===== config.mk =====
export PLATFORM = sky130hd
export DESIGN_NAME = chan_scan_mux
export DESIGN_NICKNAME = d
export VERILOG_FILES = /design/src/rtl/chan_mux_pkg.sv /design/src/rtl/chan_scan_mux_lane_sel.sv /design/src/rtl/chan_scan_mux.sv
export SDC_FILE = /design/constraint.sdc
export NUM_CORES = 1
export LEC_CHECK = 0
export CORE_MARGIN = 2
export CORE_UTILIZATION = 37
export CTS_CLUSTER_DIAMETER = 80
export DETAILED_ROUTE_END_ITERATION = 8
export MAX_ROUTING_LAYER = met4
export PLACE_DENSITY = 0.86
export SETUP_SLACK_MARGIN = 0.02
export SYNTH_ARGS = -nofsm -noshare
export SYNTH_HDL_FRONTEND = slang
export SYNTH_SLANG_ARGS = --single-unit

===== constraint.sdc =====
create_clock -name clk -period 1.96 [get_ports clk]
set_clock_uncertainty 0.15 [all_clocks]
set_input_delay 0.196 -clock clk [delete_from_list [all_inputs] [get_ports clk]]
set_output_delay 0.196 -clock clk [all_outputs]
set_load 0.02 [all_outputs]

===== src/rtl/chan_mux_pkg.sv =====
// Shared types and constants for the channel scan multiplexer.
package chan_mux_pkg;

    // Controller states: IDLE serves direct selects, SCAN walks lanes 0..CH-1.
    typedef enum logic {
        IDLE = 1'b0,
        SCAN = 1'b1
    } state_t;

    // Values of the mode input.
    localparam logic MODE_DIRECT = 1'b0;
    localparam logic MODE_SCAN   = 1'b1;

endpackage


===== src/rtl/chan_scan_mux_lane_sel.sv =====
// Combinational lane picker. An index beyond the last lane yields zero and flags oob.
module lane_sel #(
    parameter  int CH   = 16,
    parameter  int W    = 4,
    localparam int SELW = $clog2(CH)
) (
    input  logic [CH*W-1:0] A,
    input  logic [SELW-1:0] idx,
    output logic [W-1:0]    lane,
    output logic            oob
);

    // Compare against each real lane so non-power-of-two CH never reads past the bus.
    always_comb begin
        lane = '0;
        for (int k = 0; k < CH; k++) begin
            if (idx == SELW'(k)) begin
                lane = A[k*W +: W];
            end
        end
        oob = (32'(idx) >= CH);
    end

endmodule


===== src/rtl/chan_scan_mux.sv =====
// Registered CH-to-1 lane multiplexer with direct and auto-scan modes.
//
// Output handshake: a transfer happens on a rising edge where out_valid and
// out_ready are both 1. While out_valid=1 and out_ready=0 the outputs Y, y_ch,
// out_last and the scan counter hold. A new value is captured only when
// cap = !out_valid || out_ready.
module chan_scan_mux
    import chan_mux_pkg::*;
#(
    parameter  int CH   = 16,
    parameter  int W    = 4,
    localparam int SELW = $clog2(CH)
) (
    input  logic            clk,
    input  logic            rst,
    input  logic [CH*W-1:0] A,
    input  logic [SELW-1:0] sel,
    input  logic            mode,
    input  logic            start,
    input  logic            out_ready,
    output logic [W-1:0]    Y,
    output logic [SELW-1:0] y_ch,
    output logic            out_valid,
    output logic            out_last,
    output logic            busy,
    output logic            sel_err
);

    localparam logic [SELW-1:0] LAST_IDX = SELW'(CH - 1);

    state_t          state, state_n;
    logic [SELW-1:0] cnt, cnt_n;
    logic [W-1:0]    y_n;
    logic [SELW-1:0] y_ch_n;
    logic            out_valid_n, out_last_n, sel_err_n;

    logic            cap;
    logic            scan_path;
    logic [SELW-1:0] idx;
    logic [W-1:0]    lane;
    logic            oob;

    assign cap = !out_valid || out_ready;

    // The counter feeds the picker while a scan still has lanes to emit, and also
    // in IDLE with scan mode so a start captures lane 0 (cnt is 0 in IDLE). When
    // the last lane is being accepted the IDLE rules apply, so sel drives instead.
    assign scan_path = (state == SCAN) ? !out_last : (mode == MODE_SCAN);
    assign idx       = scan_path ? cnt : sel;

    lane_sel #(
        .CH (CH),
        .W  (W)
    ) u_lane_sel (
        .A    (A),
        .idx  (idx),
        .lane (lane),
        .oob  (oob)
    );

    assign busy = (state == SCAN);

    // Next-state and next-output decode; everything holds unless cap is set.
    always_comb begin
        state_n     = state;
        cnt_n       = cnt;
        y_n         = Y;
        y_ch_n      = y_ch;
        out_valid_n = out_valid;
        out_last_n  = out_last;
        sel_err_n   = sel_err;
        if (cap) begin
            if (state == SCAN && !out_last) begin
                y_n        = lane;
                y_ch_n     = cnt;
                out_last_n = (cnt == LAST_IDX);
                // Saturate at the final lane; the finishing edge clears cnt.
                if (cnt != LAST_IDX) begin
                    cnt_n = cnt + 1'b1;
                end
            end else begin
                if (state == SCAN) begin
                    state_n    = IDLE;
                    cnt_n      = '0;
                    out_last_n = 1'b0;
                end
                if (mode == MODE_DIRECT) begin
                    y_n         = lane;
                    y_ch_n      = sel;
                    out_valid_n = 1'b1;
                    out_last_n  = 1'b0;
                    sel_err_n   = oob;
                end else if (start && state == IDLE) begin
                    state_n     = SCAN;
                    cnt_n       = SELW'(1);
                    y_n         = lane;
                    y_ch_n      = '0;
                    out_valid_n = 1'b1;
                    out_last_n  = 1'b0;
                    sel_err_n   = 1'b0;
                end else begin
                    out_valid_n = 1'b0;
                end
            end
        end
    end

    // State, counter and output registers with synchronous reset.
    always_ff @(posedge clk) begin
        if (rst) begin
            state     <= IDLE;
            cnt       <= '0;
            Y         <= '0;
            y_ch      <= '0;
            out_valid <= 1'b0;
            out_last  <= 1'b0;
            sel_err   <= 1'b0;
        end else begin
            state     <= state_n;
            cnt       <= cnt_n;
            Y         <= y_n;
            y_ch      <= y_ch_n;
            out_valid <= out_valid_n;
            out_last  <= out_last_n;
            sel_err   <= sel_err_n;
        end
    end

endmodule

==> results_tabular.tex <==
\begin{tabular}{lr}
\hline
Metric & Value \\
\hline
\multicolumn{2}{l}{\textbf{Pwr}} \\
Leak pwr & around 1.3 nW \\
Relative contribution of combinational cells to total power & 0.585 \\
Proportion of power drawn by flip-flops and latches & 0.239 \\
Switching power share of the total & 0.351 \\
Int Power & approximately 0.00095 W \\
Proportion of power drawn by the clock network & 0.176 \\
VDD IR-drop max & a little under 0.0005 V \\
Switching power of the nets & 0.000513 W \\
Power density over cell area & 451 nW/um\^{}2 \\
\multicolumn{2}{l}{\textbf{Finish}} \\
Synthesis-to-layout area growth & 86.0\% \\
Share of cells above drive strength 1 & 0.278 \\
Final core utilization & 0.728 \\
Total number of nets in the final design & 449 \\
Number of fillers in the final layout & 335 \\
ANT cells & 0 \\
\multicolumn{2}{l}{\textbf{Critical path}} \\
WP data arrival & 2250 ps \\
Critical path capture point type & flip-flop \\
Crit path capture & Y[0] \\
Number of cells on the worst reg-to-reg path & 11 \\
Critical path start-end classification & reg2reg \\
Critical path fanouts, max & 7 \\
Beginning of the critical path & busy \\
Setup slack of the worst register-to-register path & -300 ps \\
Beginning of the worst register-to-register path & busy \\
Worst reg2reg endpoint & Y[0] \\
Kind of launch point of the worst setup path & flip-flop \\
Data required time of the critical path & 1950 ps \\
\multicolumn{2}{l}{\textbf{STA}} \\
Unrepaired setup endpoints after global routing & yes \\
Endpoints failing setup & 4 \\
Period Utilization, post-route & 1.15 \\
Number of hold violations in the final report & 0 \\
Max-slew violation count & 0 \\
Highest clock rate & 443 MHz \\
Post-route minimum period & 2260 ps \\
Final worst setup slack & -298 ps \\
\multicolumn{2}{l}{\textbf{Clock tree}} \\
Number of sinks on the clock net & 15 \\
CTS clock-pin slew for the worst setup and hold paths & 60 ps \\
CTS tree & built \\
CTS Buffer Depth & 2 \\
CTS H-tree depth & 1 \\
Root buffer selected by CTS & sky130\_fd\_sc\_hd\_\_clkbuf\_8 \\
Clock latency reported for the late side of the worst-skew pair & $\sim$250 ps \\
Inserted Clock Buffers & 3 \\
\multicolumn{2}{l}{\textbf{Detailed routing}} \\
Highest Signal Layer & met4 \\
Met2 layer wire length in the routed design & 3.68 mm \\
Drt first pass iters & 5 \\
DRC errors left & 0 \\
Routed Antenna Nets & 0 \\
Routed metal-1 wire length & between 2 and 3 mm \\
Number of vias per cell & 5.88 \\
Detailed-route wire length per cell & roughly 17 um \\
Iteration-0 DRC Markers & 145 \\
Post-detailed-routing wire length & 7.43 mm \\
Detailed route wirelength on metal3 & 696 um \\
Number of vias in the routed layout & 2505 \\
\multicolumn{2}{l}{\textbf{Floorplan}} \\
Initial standard-cell utilization of the core & 0.392 \\
Io pins & 85 \\
Die ar. & $\sim$5300 um\^{}2 \\
Row count & 24 \\
DIE WIDTH & around 73 um \\
Standard cell core area & 4440 um\^{}2 \\
Die height & 72.6 um \\
\multicolumn{2}{l}{\textbf{Hold path}} \\
Hold/Removal Path Class & reg2reg \\
\multicolumn{2}{l}{\textbf{Placed design}} \\
Final Wtd Congestion & 0.930 \\
DP Wirelength & 5.36 mm \\
Pre-CTS setup slack & -598 ps \\
Count of input and output buffers & 83 \\
\multicolumn{2}{l}{\textbf{Logic synthesis}} \\
Most frequently used cell type in the post-synthesis netlist & sky130\_fd\_sc\_hd\_\_nand2\_1 \\
Average cell area after synthesis & slightly above 7 um\^{}2 \\
Netlist Area Pre-Place & 1740 um\^{}2 \\
Largest cells by area after synthesis & sky130\_fd\_sc\_hd\_\_dfxtp\_1 17\%, sky130\_fd\_sc\_hd\_\_mux2i\_1 6.3\%, sky130\_fd\_sc\_hd\_\_nand2\_1 5.2\% \\
Yosys warning count & 0 \\
Sequential element share of the synthesized area & 0.173 \\
Post-synth top area cell & sky130\_fd\_sc\_hd\_\_dfxtp\_1 \\
Synthesized instance count & 242 \\
Number of synthesized flops with an enable pin & 0 \\
Unique cell type count in the Yosys netlist & 65 \\
Primary FF master, synth & sky130\_fd\_sc\_hd\_\_dfxtp\_1 \\
FF+latch count, synth & 15 \\
Mapped Nets & about 320 \\
Most numerous cell types in the synthesized netlist & 24 x sky130\_fd\_sc\_hd\_\_nand2\_1, 21 x sky130\_fd\_sc\_hd\_\_nor2\_1, 15 x sky130\_fd\_sc\_hd\_\_dfxtp\_1, 15 x sky130\_fd\_sc\_hd\_\_o21ai\_0, 14 x sky130\_fd\_sc\_hd\_\_a21oi\_1 \\
Share of flip-flops with an asynchronous set or reset after synthesis & 0 \\
Area fraction of the dominant cell type after synthesis & 0.173 \\
\multicolumn{2}{l}{\textbf{GRT}} \\
Global-route wire length before repair & 11.7 mm \\
Largest net degree at the start of global routing & 13 \\
Total overflow reported by the global router & 0 \\
Antenna violations before repair & 0 \\
Number of global-route vias before repair & 2527 \\
Overall fraction of global-route tracks in use & 0.290 \\
\multicolumn{2}{l}{\textbf{Run status}} \\
Status & finished, violations left \\
Failing checks & setup timing \\
\multicolumn{2}{l}{\textbf{Flow run}} \\
Max-cap violations & 0 \\
\hline
\end{tabular}
==> final cells by class <==
type	count	area (um^2)	area share
Timing Repair Buffer	145	1350	0.416
Tap cell	52	65.1	0.0201
Inverter	5	18.8	0.00580
Sequential cell	15	308	0.0951
Multi-Input combinational cell	205	1450	0.449
Clock inverter	1	5.00	0.00155
Clock buffer	3	41.3	0.0128
==> power groups by stage <==
stage	registers, W	clock network [W]	logic [W]
finish	0.000349	0.000257	0.000855
global route	0.000352	0.000280	0.000908
CTS	0.000348	0.000263	0.000817
detailed placement	0.000354	0	0.000736
global placement	0.000354	0	0.000725
floorplan	0.000378	0	0.000355
==> per-stage QoR <==
stage	area (um^2)	setup TNS [ps]	power [W]	hold WS (ps)	cells
after floorplan	1810	-451	0.000734	108	242
after global placement	2970	-2100	0.00108	300	408
after detailed placement	2970	-2260	0.00109	319	408
after CTS	3200	-761	0.00143	328	422
after global routing	3240	-1350	0.00154	351	426
final	3240	-970	0.00146	323	426
==> cells in the final DEF (no fill, tap or decap), drive strengths merged, types with 5 or more instances in the layout <==
cell type	n
nor2b	6
buf	62
mux2i	11
dfxtp	15
clkdlybuf4s50	82
nand3	5
nand2b	12
a211oi	5
a21oi	16
a31oi	13
inv	5
nand2	25
nor2	22
o21ai	18
nor3b	5
mux2	5
==> cells by family after synthesis <==
| group | count (synthesis) | share of synthesized area |
|---|---|---|
| buf+inv | 22 | 0.0661 |
| other cells | 1 | 0.00215 |
| flops | 15 | 0.173 |
| fa+ha+maj | 1 | 0.00719 |
| compound gates | 88 | 0.353 |
| simple gates | 99 | 0.303 |
| mux | 16 | 0.0956 |
==> how the worst min path moves through the flow <==
stage          from  endpoint  depth (start not counted)
2_1_floorplan   rst      busy                          1
3_3_place_gp   Y[0]      Y[0]                          2
3_5_place_dp   Y[0]      Y[0]                          2
4_1_cts        Y[0]      Y[0]                          2
5_1_grt        Y[0]      Y[0]                          2
6_report       Y[0]      Y[0]                          2
==> registers in the layout, summed over array words and instances, names as in the netlist <==
| register | cells |
|---|---|
| busy | 1 |
| cnt | 4 |
| out_last | 1 |
| Y | 4 |
| out_valid | 1 |
| y_ch | 4 |
==> timing repair <==
action | CTS | global route
gates cloned | 1 | 0
pin swaps | 2 | 3
endpoints found under the setup margin | 4 | 7
hold buffers | 0 | 0
resized for setup | 26 | 5
buffers inserted | 9 | 4
==> worst max-delay path, stage by stage, from the launching register on <==
cell                       delay [ps]
sky130_fd_sc_hd__dfxtp_4          350
sky130_fd_sc_hd__buf_6            120
sky130_fd_sc_hd__nor2b_4          150
sky130_fd_sc_hd__buf_4            140
sky130_fd_sc_hd__nor4b_2          230
sky130_fd_sc_hd__a31oi_1          100
sky130_fd_sc_hd__buf_4            180
sky130_fd_sc_hd__buf_4            150
sky130_fd_sc_hd__a311oi_2         210
sky130_fd_sc_hd__o21ai_1          100
sky130_fd_sc_hd__a31oi_1          190
sky130_fd_sc_hd__o21ai_1           80
==> routing by layer <==
metal  track usage  up-vias
met5             -        -
met4        0.0905        0
met3        0.0539       26
met2         0.517      148
met1         0.326     1147
li1              -     1184
Note: power is estimated with default switching activity, not from simulation.
